==> src/rtl/stream_demultiplexer_1to3_pkg.sv <==
// Selector encoding and channel count shared with the datapath 3-to-1 selector,
// so both ends of the stream decode the selector identically.
package stream_demultiplexer_1to3_pkg;

  typedef logic [1:0] sel_t;

  localparam sel_t SEL_CH0   = 2'b00;
  localparam sel_t SEL_CH1   = 2'b01;
  localparam sel_t SEL_CH2   = 2'b10;
  localparam sel_t SEL_ALIAS = 2'b11;

  localparam int unsigned NUM_CH = 3;

  // 00 and the 11 alias both fall through to channel 0.
  function automatic logic [1:0] decode_target(input sel_t sel);
    case (sel)
      SEL_CH1: return 2'd1;
      SEL_CH2: return 2'd2;
      default: return 2'd0;
    endcase
  endfunction

endpackage

==> src/rtl/stream_demultiplexer_1to3_demux_channel_slot.sv <==
// One-entry valid/ready holding register for a single demux output channel.
module demux_channel_slot #(
  parameter int NBits = 32
) (
  input  logic             clk,
  input  logic             reset,
  input  logic             load,
  input  logic [NBits-1:0] load_data,
  input  logic             drain,
  output logic [NBits-1:0] data,
  output logic             valid
);

  // A load wins over a drain in the same cycle, so the slot stays full
  // and the channel keeps one word per cycle of throughput.
  always_ff @(posedge clk or negedge reset) begin
    if (!reset) begin
      valid <= 1'b0;
      data  <= '0;
    end else if (load) begin
      valid <= 1'b1;
      data  <= load_data;
    end else if (valid && drain) begin
      valid <= 1'b0;
    end
  end

endmodule

==> src/rtl/stream_demultiplexer_1to3.sv <==
// Registered 1-to-3 stream demultiplexer with per-channel holding registers
// and a saturating count of words accepted through the selector alias (11).
module stream_demultiplexer_1to3
  import stream_demultiplexer_1to3_pkg::*;
#(
  parameter int NBits     = 32,
  parameter int CNT_WIDTH = 8
) (
  input  logic                 clk,
  input  logic                 reset,
  input  logic [1:0]           Selector,
  input  logic [NBits-1:0]     In_Data,
  input  logic                 In_Valid,
  output logic                 In_Ready,
  output logic [NBits-1:0]     Out_Data0,
  output logic [NBits-1:0]     Out_Data1,
  output logic [NBits-1:0]     Out_Data2,
  output logic                 Out_Valid0,
  output logic                 Out_Valid1,
  output logic                 Out_Valid2,
  input  logic                 Out_Ready0,
  input  logic                 Out_Ready1,
  input  logic                 Out_Ready2,
  output logic [CNT_WIDTH-1:0] Alias_Count
);

  logic [1:0]        tgt;
  logic              accept;
  logic [NUM_CH-1:0] slot_valid;
  logic [NUM_CH-1:0] slot_ready;
  logic [NUM_CH-1:0] slot_load;
  logic [NBits-1:0]  slot_data [NUM_CH];

  assign tgt        = decode_target(Selector);
  assign slot_ready = {Out_Ready2, Out_Ready1, Out_Ready0};

  // Ready depends only on the targeted slot, never on In_Valid.
  always_comb begin
    In_Ready = !slot_valid[tgt] || slot_ready[tgt];
  end

  assign accept = In_Valid && In_Ready;

  always_comb begin
    slot_load = '0;
    for (int unsigned i = 0; i < NUM_CH; i++) begin
      slot_load[i] = accept && (tgt == 2'(i));
    end
  end

  for (genvar g = 0; g < NUM_CH; g++) begin : g_slot
    demux_channel_slot #(
      .NBits(NBits)
    ) u_slot (
      .clk       (clk),
      .reset     (reset),
      .load      (slot_load[g]),
      .load_data (In_Data),
      .drain     (slot_ready[g]),
      .data      (slot_data[g]),
      .valid     (slot_valid[g])
    );
  end

  assign Out_Data0  = slot_data[0];
  assign Out_Data1  = slot_data[1];
  assign Out_Data2  = slot_data[2];
  assign Out_Valid0 = slot_valid[0];
  assign Out_Valid1 = slot_valid[1];
  assign Out_Valid2 = slot_valid[2];

  // Saturates at all-ones rather than wrapping.
  always_ff @(posedge clk or negedge reset) begin
    if (!reset) begin
      Alias_Count <= '0;
    end else if (accept && (Selector == SEL_ALIAS) && (Alias_Count != '1)) begin
      Alias_Count <= Alias_Count + CNT_WIDTH'(1);
    end
  end

endmodule

==> config.mk <==
export PLATFORM = sky130hd
export DESIGN_NAME = stream_demultiplexer_1to3
export DESIGN_NICKNAME = d
export VERILOG_FILES = /design/src/rtl/stream_demultiplexer_1to3_pkg.sv /design/src/rtl/stream_demultiplexer_1to3_demux_channel_slot.sv /design/src/rtl/stream_demultiplexer_1to3.sv
export SDC_FILE = /design/constraint.sdc
export NUM_CORES = 1
export LEC_CHECK = 0
export BUFFER_PORTS_ARGS = -buffer_cell sky130_fd_sc_hd__buf_4
export CORE_MARGIN = 3
export CORE_UTILIZATION = 30
export DETAILED_ROUTE_END_ITERATION = 10
export PLACE_DENSITY = 0.5
export SKIP_CTS_REPAIR_TIMING = 1
export SYNTH_ARGS = -nofsm -noshare
export SYNTH_HDL_FRONTEND = slang
export SYNTH_SLANG_ARGS = --single-unit
==> constraint.sdc <==
create_clock -name clk -period 3.2 [get_ports clk]
set_input_delay 0.32 -clock clk [delete_from_list [all_inputs] [get_ports clk]]
set_output_delay 0.32 -clock clk [all_outputs]
set_load 0.03 [all_outputs]
==> out/metrics.csv, run 1 <==
stage,metric,value,unit
sta,hold_viol,0,
logic_synthesis,synth_commonest_cells,"dfrtp_1, mux2_4, mux2_2",
clock_tree,clk-insertion-delay-late,0.35,ns
sta,fin_tns_setup,0,ns
logic_synthesis,yosys_warnings,0,
floorplanning,die-height,128,µm
logic_synthesis,ys_seq_area_share,59.8,%
power_and_ir_drop,pwr-share-seq,38.3,%
logic_synthesis,synth_fp_nets,310,
clock_tree,htreeDepth,3,
power_and_ir_drop,swShare,34.3,%
setup_path,crit_fanout,33,
route,wl,10200,µm
route,drtPass1Iterations,4,
final_layout,diodes,0,
sta,clock_skew,0.00733,ns
global_route,grt_max_degree,55,
global_route,gr-total-overflow,0,
final_layout,drive_gt1_share,61.5,%
floorplanning,initial_utilization,30.7,%
status,status,"complete, no violations",
logic_synthesis,syn-instance-count,265,
clock_tree,cts_sinks,107,
floorplanning,rows,44,
power_and_ir_drop,ir_worst_vdd,0.000387,V
sta,setup_viol,0,
floorplanning,fp.dieW,128,µm
place,hpwl,7150,µm
logic_synthesis,netlist_area,4480,µm²
place,place_congestion,0.721,
sta,period_needed,2.43,ns
route,antenna_left,0,
logic_synthesis,ys_ff_latch,107,
power_and_ir_drop,p_clk_share,25.8,%
setup_path,cp_data_arrival_time,2.66,ns
logic_synthesis,synth_ff_type,dfrtp_1,
sta,slew_headroom,50.1,%
sta,fin_ws,0.773,ns
logic_synthesis,synth.area.top_cells,"dfrtp_1, mux2_4, mux2_2",
logic_synthesis,yosys.area.top_type,dfrtp_1,
logic_synthesis,synth.avg_cell_area,16.9,µm²
setup_path,worstSetupStartpointType,flop,
floorplanning,core_region_area,14600,µm²
sta,fin_crit_sh,75.8,%
route,drtIter0Drc,64,
final_layout,finalNetCount,459,
clock_tree,clk_pin_slew_worst_paths,0.07,ns
clock_tree,clockRootBuffer,clkbuf_16,
setup_path,end_kind,flop,
global_route,grtUsageTotal,13.0,%
global_route,antenna_found_initial,0,
floorplanning,fp.dieArea,16400,µm²
global_route,first_global_vias,2807,
setup_path,worstPathRequired,3.43,ns
logic_synthesis,synth-edff-count,0,
route,num_vias,2692,
route,wl_per_cell,17.0,µm
route,vias_per_cell,4.47,
route,drcViolationCount,0,
place,dp_slack,0.417,ns
final_layout,syn_to_final_growth,36.3,%
power_and_ir_drop,p_leak,3.03,nW
sta,slew_violations,0,
sta,fin_hold_ws,0.0108,ns
logic_synthesis,yosysTopAreaCellShare,59.8,%
clock_tree,cts-buffers-inserted,9,
logic_synthesis,ys_async_sr_fraction,100,%
clock_tree,cts_tree,built,
clock_tree,clk_path_buf_depth,2,
logic_synthesis,yosysMostFrequentCell,dfrtp_1,
power_and_ir_drop,power_density,800,nW/µm²
power_and_ir_drop,power_switching,1.67,mW
final_layout,nFillCells,1359,
global_route,grt_pass1_wl,16300,µm
logic_synthesis,yosysUniqueCellTypes,28,
sta,tightest_slew,0.749,ns
worst_hold_path,worstHoldPathType,input port to asynchronous set/reset pin,
sta,clock.fmax,0.412,GHz
floorplanning,io_pins,148,
power_and_ir_drop,intPower,3.21,mW
setup_path,crit_type,flop to flop,
sta,rsz0062_at_grt,no,
flow_run,drv_cap,0,
power_and_ir_drop,p_comb_share,35.9,%
place,portBuffers,147,
[sequential cells by signal, summed over array words and instances, names as in the netlist]
signal / cells
g_slot.u_slot.valid: 3
Alias_Count: 8
g_slot.u_slot.data: 96
[worst max-delay path, cell delays in order (launching register included)]
cell      delay [ns]
dfrtp_1         0.44
nor4bb_4        0.19
nor3_4          0.49
nand3_4         0.65
mux2_4          0.53
[routing by layer]
metal  vias to the layer above  GRT usage, %  routed length (µm)
met5                         -             0                   0
met4                         0          5.81                 201
met3                        15          3.08                 515
met2                        74          21.5                5280
met1                      1362          16.1                4240
li1                       1241             -                   -
[cell families (layout without fill, tap and decap cells)]
kind of cell	Yosys count	after routing	share of synthesized area (%)
AO/OA/AOI/OAI	8	8	0.977
XOR/XNOR	3	3	0.587
adder cells (fa/ha/maj)	5	5	1.40
buffers and inverters	16	169	2.60
flip-flops	107	107	59.8
multiplexers	99	99	29.7
AND/OR/NAND/NOR	27	27	4.94
[worst paths after layout]
kind                            cells after the start  slack (ns)                             startpoint                               endpoint
worst max-delay path                                4        0.77     g_slot[2].u_slot.valid$_DFFE_PN0P_  g_slot[0].u_slot.data[12]$_DFFE_PN0P_
worst min-delay path                                1        0.01                                  reset  g_slot[2].u_slot.data[18]$_DFFE_PN0P_
worst max register to register                      4        0.77     g_slot[2].u_slot.valid$_DFFE_PN0P_  g_slot[0].u_slot.data[12]$_DFFE_PN0P_
worst min register to register                      1        0.49  g_slot[2].u_slot.data[12]$_DFFE_PN0P_  g_slot[2].u_slot.data[12]$_DFFE_PN0P_
max in group asynchronous                           2        2.40                                  reset  g_slot[2].u_slot.data[20]$_DFFE_PN0P_
min in group clk                                    2        0.18                             Out_Ready0     g_slot[0].u_slot.valid$_DFFE_PN0P_
[cell type report]
class / count / area [µm²] / area share [%]
sequential: 107 / 2680 / 43.8
multi-input combinational: 142 / 1700 / 27.8
timing repair buffer: 149 / 1140 / 18.7
tap: 184 / 230 / 3.77
clock buffer: 9 / 225 / 3.69
clock inverter: 6 / 114 / 1.86
inverter: 5 / 18.8 / 0.307
[stage by stage]
stage	area [µm²]	std cells	power (mW)	util (%)
3_3_place_gp	5770	587	3.65	39.5
3_5_place_dp	5770	587	3.67	39.5
6_report	6110	602	4.88	41.9
5_1_grt	6110	602	5.14	41.9
2_1_floorplan	4480	265	2.95	-
4_1_cts	6110	602	4.96	41.9
[power by group through the flow]
stage	registers, mW	logic [mW]	clock network, mW
4_1_cts	1.87	1.78	1.31
3_5_place_dp	1.89	1.78	0
3_3_place_gp	1.89	1.77	0
2_1_floorplan	2.49	0.459	0
6_report	1.87	1.75	1.26
5_1_grt	1.92	1.84	1.37
[cell usage in the layout (no fill, tap or decap), drive strengths merged, types with 2 or more instances in the layout]
master,instances
buf,149
xnor2,2
o21ai,3
nand3,5
a31oi,3
and3,4
inv,6
and2,2
nand4,4
nor2,2
ha,5
mux2,99
a21oi,2
clkbuf,9
dfrtp,107
bufinv,3
nand2,3
No activity file was read; power rests on OpenSTA's default activity.
==> inputs of run 2 (changes only) <==
ABC_AREA = 1   (was unset)
PLACE_DENSITY = 0.52   (was 0.5)
clock period = 2.1 ns   (was 3.2 ns; I/O delays follow)
==> out/metrics.csv, run 2 <==
stage,metric,value,unit,change
status,status,"complete, no violations",,
clock_tree,htreeDepth,3,,unchanged
floorplanning,fp.dieArea,17000,µm²,+3.7%
power_and_ir_drop,p_comb_share,34.8,%,-1.1 points
power_and_ir_drop,ir_worst_vdd,0.000424,V,+9.6%
clock_tree,clk-insertion-delay-late,0.35,ns,about the same
clock_tree,clk_pin_slew_worst_paths,0.07,ns,about the same
logic_synthesis,ys_seq_area_share,57.5,%,-2.2 points
worst_hold_path,min-delay-start,Out_Ready2,,
worst_hold_path,min_to,g_slot[2].u_slot.valid$_DFFE_PN0P_,,
setup_path,r2r_start,Alias_Count[0]$_DFFE_PN0P_,,
route,antenna_left,0,,unchanged
power_and_ir_drop,pwr-share-seq,41.1,%,+2.8 points
floorplanning,fp.dieW,131,µm,+1.8%
place,place_congestion,0.764,,+5.9%
clock_tree,cts-buffers-inserted,9,,unchanged
final_layout,largest_register,g_slot.u_slot.data,,
final_layout,mostFrequentLayoutCell,nand2_1,,
global_route,antenna_found_initial,0,,unchanged
sta,tightest_slew,0.630,ns,-0.119 ns
logic_synthesis,synth_commonest_cells,"nand2_1, dfrtp_1, nand4_1",,
final_layout,post-route-cell-area,6210,µm²,+1.7%
final_layout,largestRegisters,"g_slot.u_slot.data x96, Alias_Count x8, g_slot.u_slot.valid x3",,
setup_path,crit_type,flop to flop,,
logic_synthesis,synth_ff_type,dfrtp_1,,
final_layout,final_cell_mix,"nand2_1, buf_4, dfrtp_1",,
route,drcViolationCount,0,,unchanged
global_route,grt_pass1_wl,21100,µm,+29%
route,wl,13400,µm,+31%
final_layout,drive_gt1_share,28.1,%,-33 points
sta,clock_skew,0.00602,ns,-0.00131 ns
clock_tree,cts_sinks,107,,unchanged
setup_path,rr_worst_depth,7,,+3
setup_path,r2r-end,Alias_Count[7]$_DFFE_PN0P_,,
place,hpwl,9270,µm,+30%
floorplanning,die-height,131,µm,+1.8%
floorplanning,initial_utilization,31.3,%,+0.61 points
final_layout,nFillCells,1493,,+9.9%
global_route,first_global_vias,3841,,+37%
floorplanning,rows,44,,unchanged
place,dp_slack,0.328,ns,-0.0896 ns
sta,period_needed,1.74,ns,-0.682 ns
logic_synthesis,yosysTopAreaCellShare,57.5,%,-2.2 points
floorplanning,io_pins,148,,unchanged
place,placed_area,5920,µm²,+2.6%
setup_path,crit_fanout,9,,-73%
global_route,grt_max_degree,60,,+9.1%
final_layout,multiInputGateArea,1600,µm²,-6.0%
final_layout,ff_latch_area,2680,µm²,unchanged
sta,slew_headroom,58.0,%,+7.9 points
route,drtPass1Iterations,4,,unchanged
route,vias_per_cell,4.80,,+7.3%
sta,setup_viol,0,,unchanged
power_and_ir_drop,p_leak,3.37,nW,+11%
setup_path,worstPathRequired,2.34,ns,-1.09 ns
logic_synthesis,synth-edff-count,0,,unchanged
logic_synthesis,ys_ff_latch,107,,unchanged
final_layout,finalNetCount,702,,+53%
route,wl_per_cell,15.8,µm,-7.0%
power_and_ir_drop,swShare,38.3,%,+4.0 points
logic_synthesis,yosysMostFrequentCell,nand2_1,,
sta,clock.fmax,0.573,GHz,+39%
final_layout,syn_to_final_growth,33.4,%,
final_layout,largest_register_ff_count,96,,unchanged
sta,fin_ws,0.355,ns,-0.418 ns
sta,rsz0062_at_grt,no,,
flow_run,drv_cap,0,,unchanged
power_and_ir_drop,intPower,4.18,mW,+30%
setup_path,worstSetupStartpointType,flop,,
setup_path,cp_data_arrival_time,1.98,ns,-0.68 ns
place,portBuffers,147,,unchanged
logic_synthesis,yosys.area.top_type,dfrtp_1,,
sta,fin_tns_setup,0,ns,unchanged
clock_tree,cts_tree,built,,
setup_path,r2r_slack,0.36,ns,-0.42 ns
power_and_ir_drop,power_switching,2.59,mW,+55%
sta,hold_viol,0,,unchanged
worst_hold_path,worstHoldPathType,input port to flop,,
power_and_ir_drop,p_clk_share,24.0,%,-1.8 points
logic_synthesis,synth.avg_cell_area,8.90,µm²,-47%
logic_synthesis,netlist_area,4660,µm²,+3.9%
logic_synthesis,yosys_warnings,0,,unchanged
worst_hold_path,hold_path_depth,2,,
sta,slew_violations,0,,unchanged
route,drtIter0Drc,270,,+320%
route,num_vias,4058,,+51%
floorplanning,core_region_area,14900,µm²,+1.9%
logic_synthesis,syn-instance-count,523,,+97%
sta,fin_crit_sh,83.1,%,+7.2 points
clock_tree,clockRootBuffer,clkbuf_16,,
global_route,gr-total-overflow,0,,unchanged
power_and_ir_drop,power_density,1090,nW/µm²,+36%
logic_synthesis,ys_async_sr_fraction,100,%,unchanged
logic_synthesis,yosysUniqueCellTypes,23,,-18%
global_route,grtUsageTotal,15.7,%,+2.7 points
clock_tree,clk_path_buf_depth,2,,unchanged
logic_synthesis,synth_fp_nets,568,,+83%
logic_synthesis,synth.area.top_cells,"dfrtp_1, nand2_1, nand4_1",,
final_layout,final_util,41.8,%,-0.093 points
final_layout,diodes,0,,unchanged
setup_path,end_kind,flop,,
-- run 2: cell count changes in the layout (fill, tap and decap cells not counted), moves of 4 or more --
| cell | delta |
|---|---|
| nand4_1 | +68 |
| inv_1 | +36 |
| mux2_4 | -58 |
| nand3_2 | +6 |
| and3_1 | -4 |
| mux2_2 | -28 |
| nand2_1 | +200 |
| mux2_1 | -13 |
| o21ai_1 | +33 |
| buf_4 | +8 |
-- run 2: per-layer routing --
layer | share of wire [%] | routed length [µm] | track usage [%] | up-vias
li1 | - | - | - | 1977
met4 | 1.1 | 148 | 5.02 | 0
met5 | 0 | 0 | 0 | -
met2 | 45 | 5970 | 24.2 | 142
met3 | 7.3 | 972 | 3.82 | 11
met1 | 47 | 6290 | 22.0 | 1928
-- run 2: metrics by stage --
step	hold slack (ns)	instances	total power, mW
after floorplan	-0.0856	523	4.16
after global placement	0.257	829	5.18
after detailed placement	0.267	829	5.21
after CTS	-0.111	845	6.86
after global routing	0.0327	846	7.14
final	0.0281	846	6.77
-- run 2: power by group through the flow --
stage                     clock, mW  combinational, mW  sequential [mW]
after floorplan                   0              0.551             3.61
after global placement            0               2.36             2.81
after detailed placement          0               2.39             2.82
after CTS                      1.68               2.39             2.79
after global routing           1.75               2.55             2.84
final                          1.63               2.36             2.78
-- run 2: cells by family (layout without fill, tap and decap cells) --
group	count (synthesis)	count (layout)	share of synthesized area [%]
AND/OR/NAND/NOR	293	293	28.6
flip-flops	107	107	57.5
buffers and inverters	82	221	8.36
AO/OA/AOI/OAI	35	35	4.00
adder cells (fa/ha/maj)	5	5	1.34
XOR/XNOR	1	1	0.188
-- run 2: layout make-up --
cell class | instances | share of cell area (%)
tap | 184 | 3.71
clock buffer | 13 | 4.19
clock inverter | 3 | 0.343
multi-input combinational | 334 | 25.7
inverter | 45 | 2.72
timing repair buffer | 160 | 20.2
sequential | 107 | 43.1
-- run 2: critical path, cell delays in order (launching register included) --
cell     delay [ns]
dfrtp_1        0.45
ha_1           0.29
nand2_1        0.11
nor2_2         0.06
a21oi_4        0.30
nand3_2        0.25
nand2_1        0.12
nand2_1        0.06
-- run 2: how the worst max path moves through the flow --
stage / start / to / slack [ns]
after floorplan: Alias_Count[0]$_DFFE_PN0P_ / Alias_Count[5]$_DFFE_PN0P_ / 0.48
after global placement: Selector[1] / Alias_Count[0]$_DFFE_PN0P_ / 0.40
after detailed placement: Selector[1] / Alias_Count[7]$_DFFE_PN0P_ / 0.33
after CTS: g_slot[2].u_slot.valid$_DFFE_PN0P_ / In_Ready / 0.34
after global routing: Alias_Count[0]$_DFFE_PN0P_ / Alias_Count[4]$_DFFE_PN0P_ / 0.21
final: Alias_Count[0]$_DFFE_PN0P_ / Alias_Count[7]$_DFFE_PN0P_ / 0.36
==> inputs of run 3 (changes only) <==
PLACE_DENSITY = 0.5   (was 0.52)
clock period = 1.68 ns   (was 2.1 ns; I/O delays follow)
==> out/metrics.csv, run 3 (synthesized netlist as in run 2, its figures left out) <==
stage,metric,value,unit,change
sta,slew_violations,0,,unchanged
status,violations,hold timing,,
setup_path,path_cells,"nand3_2, nand3_1, nand2_4, buf_12, buf_4",,
place,portBuffers,147,,unchanged
power_and_ir_drop,ir_worst_vdd,0.000528,V,+25%
final_layout,largest_register,g_slot.u_slot.data,,
setup_path,crit_path_max_incr_delay,0.43,ns,-0.02 ns
floorplanning,fp.dieArea,17000,µm²,unchanged
global_route,antenna_found_initial,0,,unchanged
global_route,first_global_vias,3924,,+2.2%
clock_tree,htreeDepth,3,,unchanged
setup_path,crit_slowest_cell,dfrtp_1,,
global_route,grt_pass1_wl,21100,µm,+0.27%
setup_path,cp_data_arrival_time,1.43,ns,-0.55 ns
final_layout,diodes,0,,unchanged
sta,slew_headroom,74.9,%,+17 points
route,drtPass1Iterations,4,,unchanged
floorplanning,die-height,131,µm,unchanged
route,antenna_left,0,,unchanged
clock_tree,cts-buffers-inserted,9,,unchanged
global_route,gr-total-overflow,0,,unchanged
global_route,grt_max_degree,49,,-18%
sta,period_needed,1.60,ns,
setup_path,worstPathRequired,1.51,ns,-0.83 ns
clock_tree,cts_tree,built,,
final_layout,final_cell_mix,"nand2_1, buf_4, dfrtp_1",,
setup_path,crit_type,flop to primary output,,
place,place_congestion,0.793,,+3.9%
route,num_vias,4092,,+0.84%
route,vias_per_cell,4.79,,-0.11%
clock_tree,clk_path_buf_depth,2,,unchanged
setup_path,worstSetupStartpointType,flop,,
route,drtIter0Drc,191,,-29%
power_and_ir_drop,p_leak,3.45,nW,+2.4%
route,drcViolationCount,0,,unchanged
place,hpwl,9380,µm,+1.1%
final_layout,nFillCells,1505,,+0.80%
final_layout,largestRegisters,"g_slot.u_slot.data x96, Alias_Count x8, g_slot.u_slot.valid x3",,
setup_path,end_kind,primary output,,
final_layout,drive_gt1_share,29.6,%,+1.5 points
setup_path,r2r_slack,0.17,ns,-0.19 ns
sta,hold_viol,1,,+1
sta,rsz0062_at_grt,no,,
sta,clock.fmax,0.627,GHz,
sta,fin_ws,0.0841,ns,-0.271 ns
floorplanning,initial_utilization,31.3,%,unchanged
clock_tree,cts_sinks,107,,unchanged
route,wl_per_cell,15.8,µm,-0.11%
sta,setup_viol,0,,unchanged
power_and_ir_drop,power.total,8.57,mW,+27%
floorplanning,rows,44,,unchanged
final_layout,mostFrequentLayoutCell,nand2_1,,
place,dp_slack,0.161,ns,-0.166 ns
flow_run,drv_cap,0,,unchanged
clock_tree,clk-insertion-delay-late,0.36,ns,about the same
clock_tree,clockRootBuffer,clkbuf_16,,
sta,tightest_slew,0.376,ns,-0.253 ns
final_layout,syn_to_final_growth,36.9,%,
floorplanning,core_region_area,14900,µm²,unchanged
worst_hold_path,worstHoldPathType,input port to flop,,
sta,fin_hold_ws,-0.00301,ns,-0.0311 ns
sta,fin_crit_sh,95.0,%,
route,wl,13500,µm,+0.84%
clock_tree,clk_pin_slew_worst_paths,0.07,ns,about the same
global_route,grtUsageTotal,15.9,%,+0.12 points
final_layout,largest_register_ff_count,96,,unchanged
power_and_ir_drop,power_density,1350,nW/µm²,+23%
final_layout,finalNetCount,710,,+1.1%
status,status,"complete, but fails checks",,
floorplanning,io_pins,148,,unchanged
floorplanning,fp.dieW,131,µm,unchanged
setup_path,crit_fanout,13,,+4
sta,clock_skew,0.00608,ns,+0.0000652 ns
==> run 3: worst max-delay path, delay by kind of cell (launching register included) <==
family        cells  cell delay (ns)
flops             1             0.43
simple gates      3             0.34
buf+inv           2             0.30
==> run 3: path summary, 6_finish.rpt <==
path	from	end	depth (start not counted)
worst min-delay path	Out_Ready2	g_slot[2].u_slot.valid$_DFFE_PN0P_	2
worst max register to register	Alias_Count[1]$_DFFE_PN0P_	Alias_Count[1]$_DFFE_PN0P_	7
worst max-delay path	g_slot[1].u_slot.valid$_DFFE_PN0P_	In_Ready	5
min in group asynchronous	reset	g_slot[2].u_slot.data[7]$_DFFE_PN0P_	2
max in group asynchronous	reset	g_slot[2].u_slot.data[27]$_DFFE_PN0P_	3
worst min register to register	g_slot[1].u_slot.data[18]$_DFFE_PN0P_	g_slot[1].u_slot.data[18]$_DFFE_PN0P_	2
==> run 3: through the flow <==
stage | cells | utilization (%) | hold slack, ns | area, µm² | TNS [ns]
after floorplan | 523 | - | -0.128 | 4660 | 0
after global routing | 854 | 42.9 | 0.00739 | 6370 | 0
after CTS | 849 | 42.4 | -0.272 | 6300 | -0.150
after global placement | 833 | 40.4 | 0.107 | 6010 | 0
after detailed placement | 833 | 40.4 | 0.118 | 6010 | 0
final | 854 | 42.9 | -0.00301 | 6370 | 0
==> run 3: layout make-up <==
class / instances / area, µm² / area share (%)
clock buffer: 12 / 256 / 4.02
tap: 184 / 230 / 3.61
sequential: 107 / 2680 / 42.0
multi-input combinational: 334 / 1610 / 25.3
inverter: 45 / 169 / 2.65
timing repair buffer: 168 / 1390 / 21.9
clock inverter: 4 / 32.5 / 0.510
==> run 3: where the power goes <==
group | switching, mW | leakage, nW | internal [mW] | total [mW]
Sequential | 0.375 | 1.34 | 3.10 | 3.47
Clock | 0.972 | 0.141 | 1.10 | 2.07
Combinational | 1.94 | 1.96 | 1.09 | 3.03
==> run 3: layer usage <==
| layer | track usage [%] | up-vias | share of wire [%] |
|---|---|---|---|
| li1 | - | 1991 | - |
| met1 | 21.5 | 1969 | 46 |
| met2 | 25.0 | 120 | 46 |
| met3 | 3.98 | 12 | 6.2 |
| met4 | 5.08 | 0 | 1.4 |
| met5 | 0 | - | 0 |
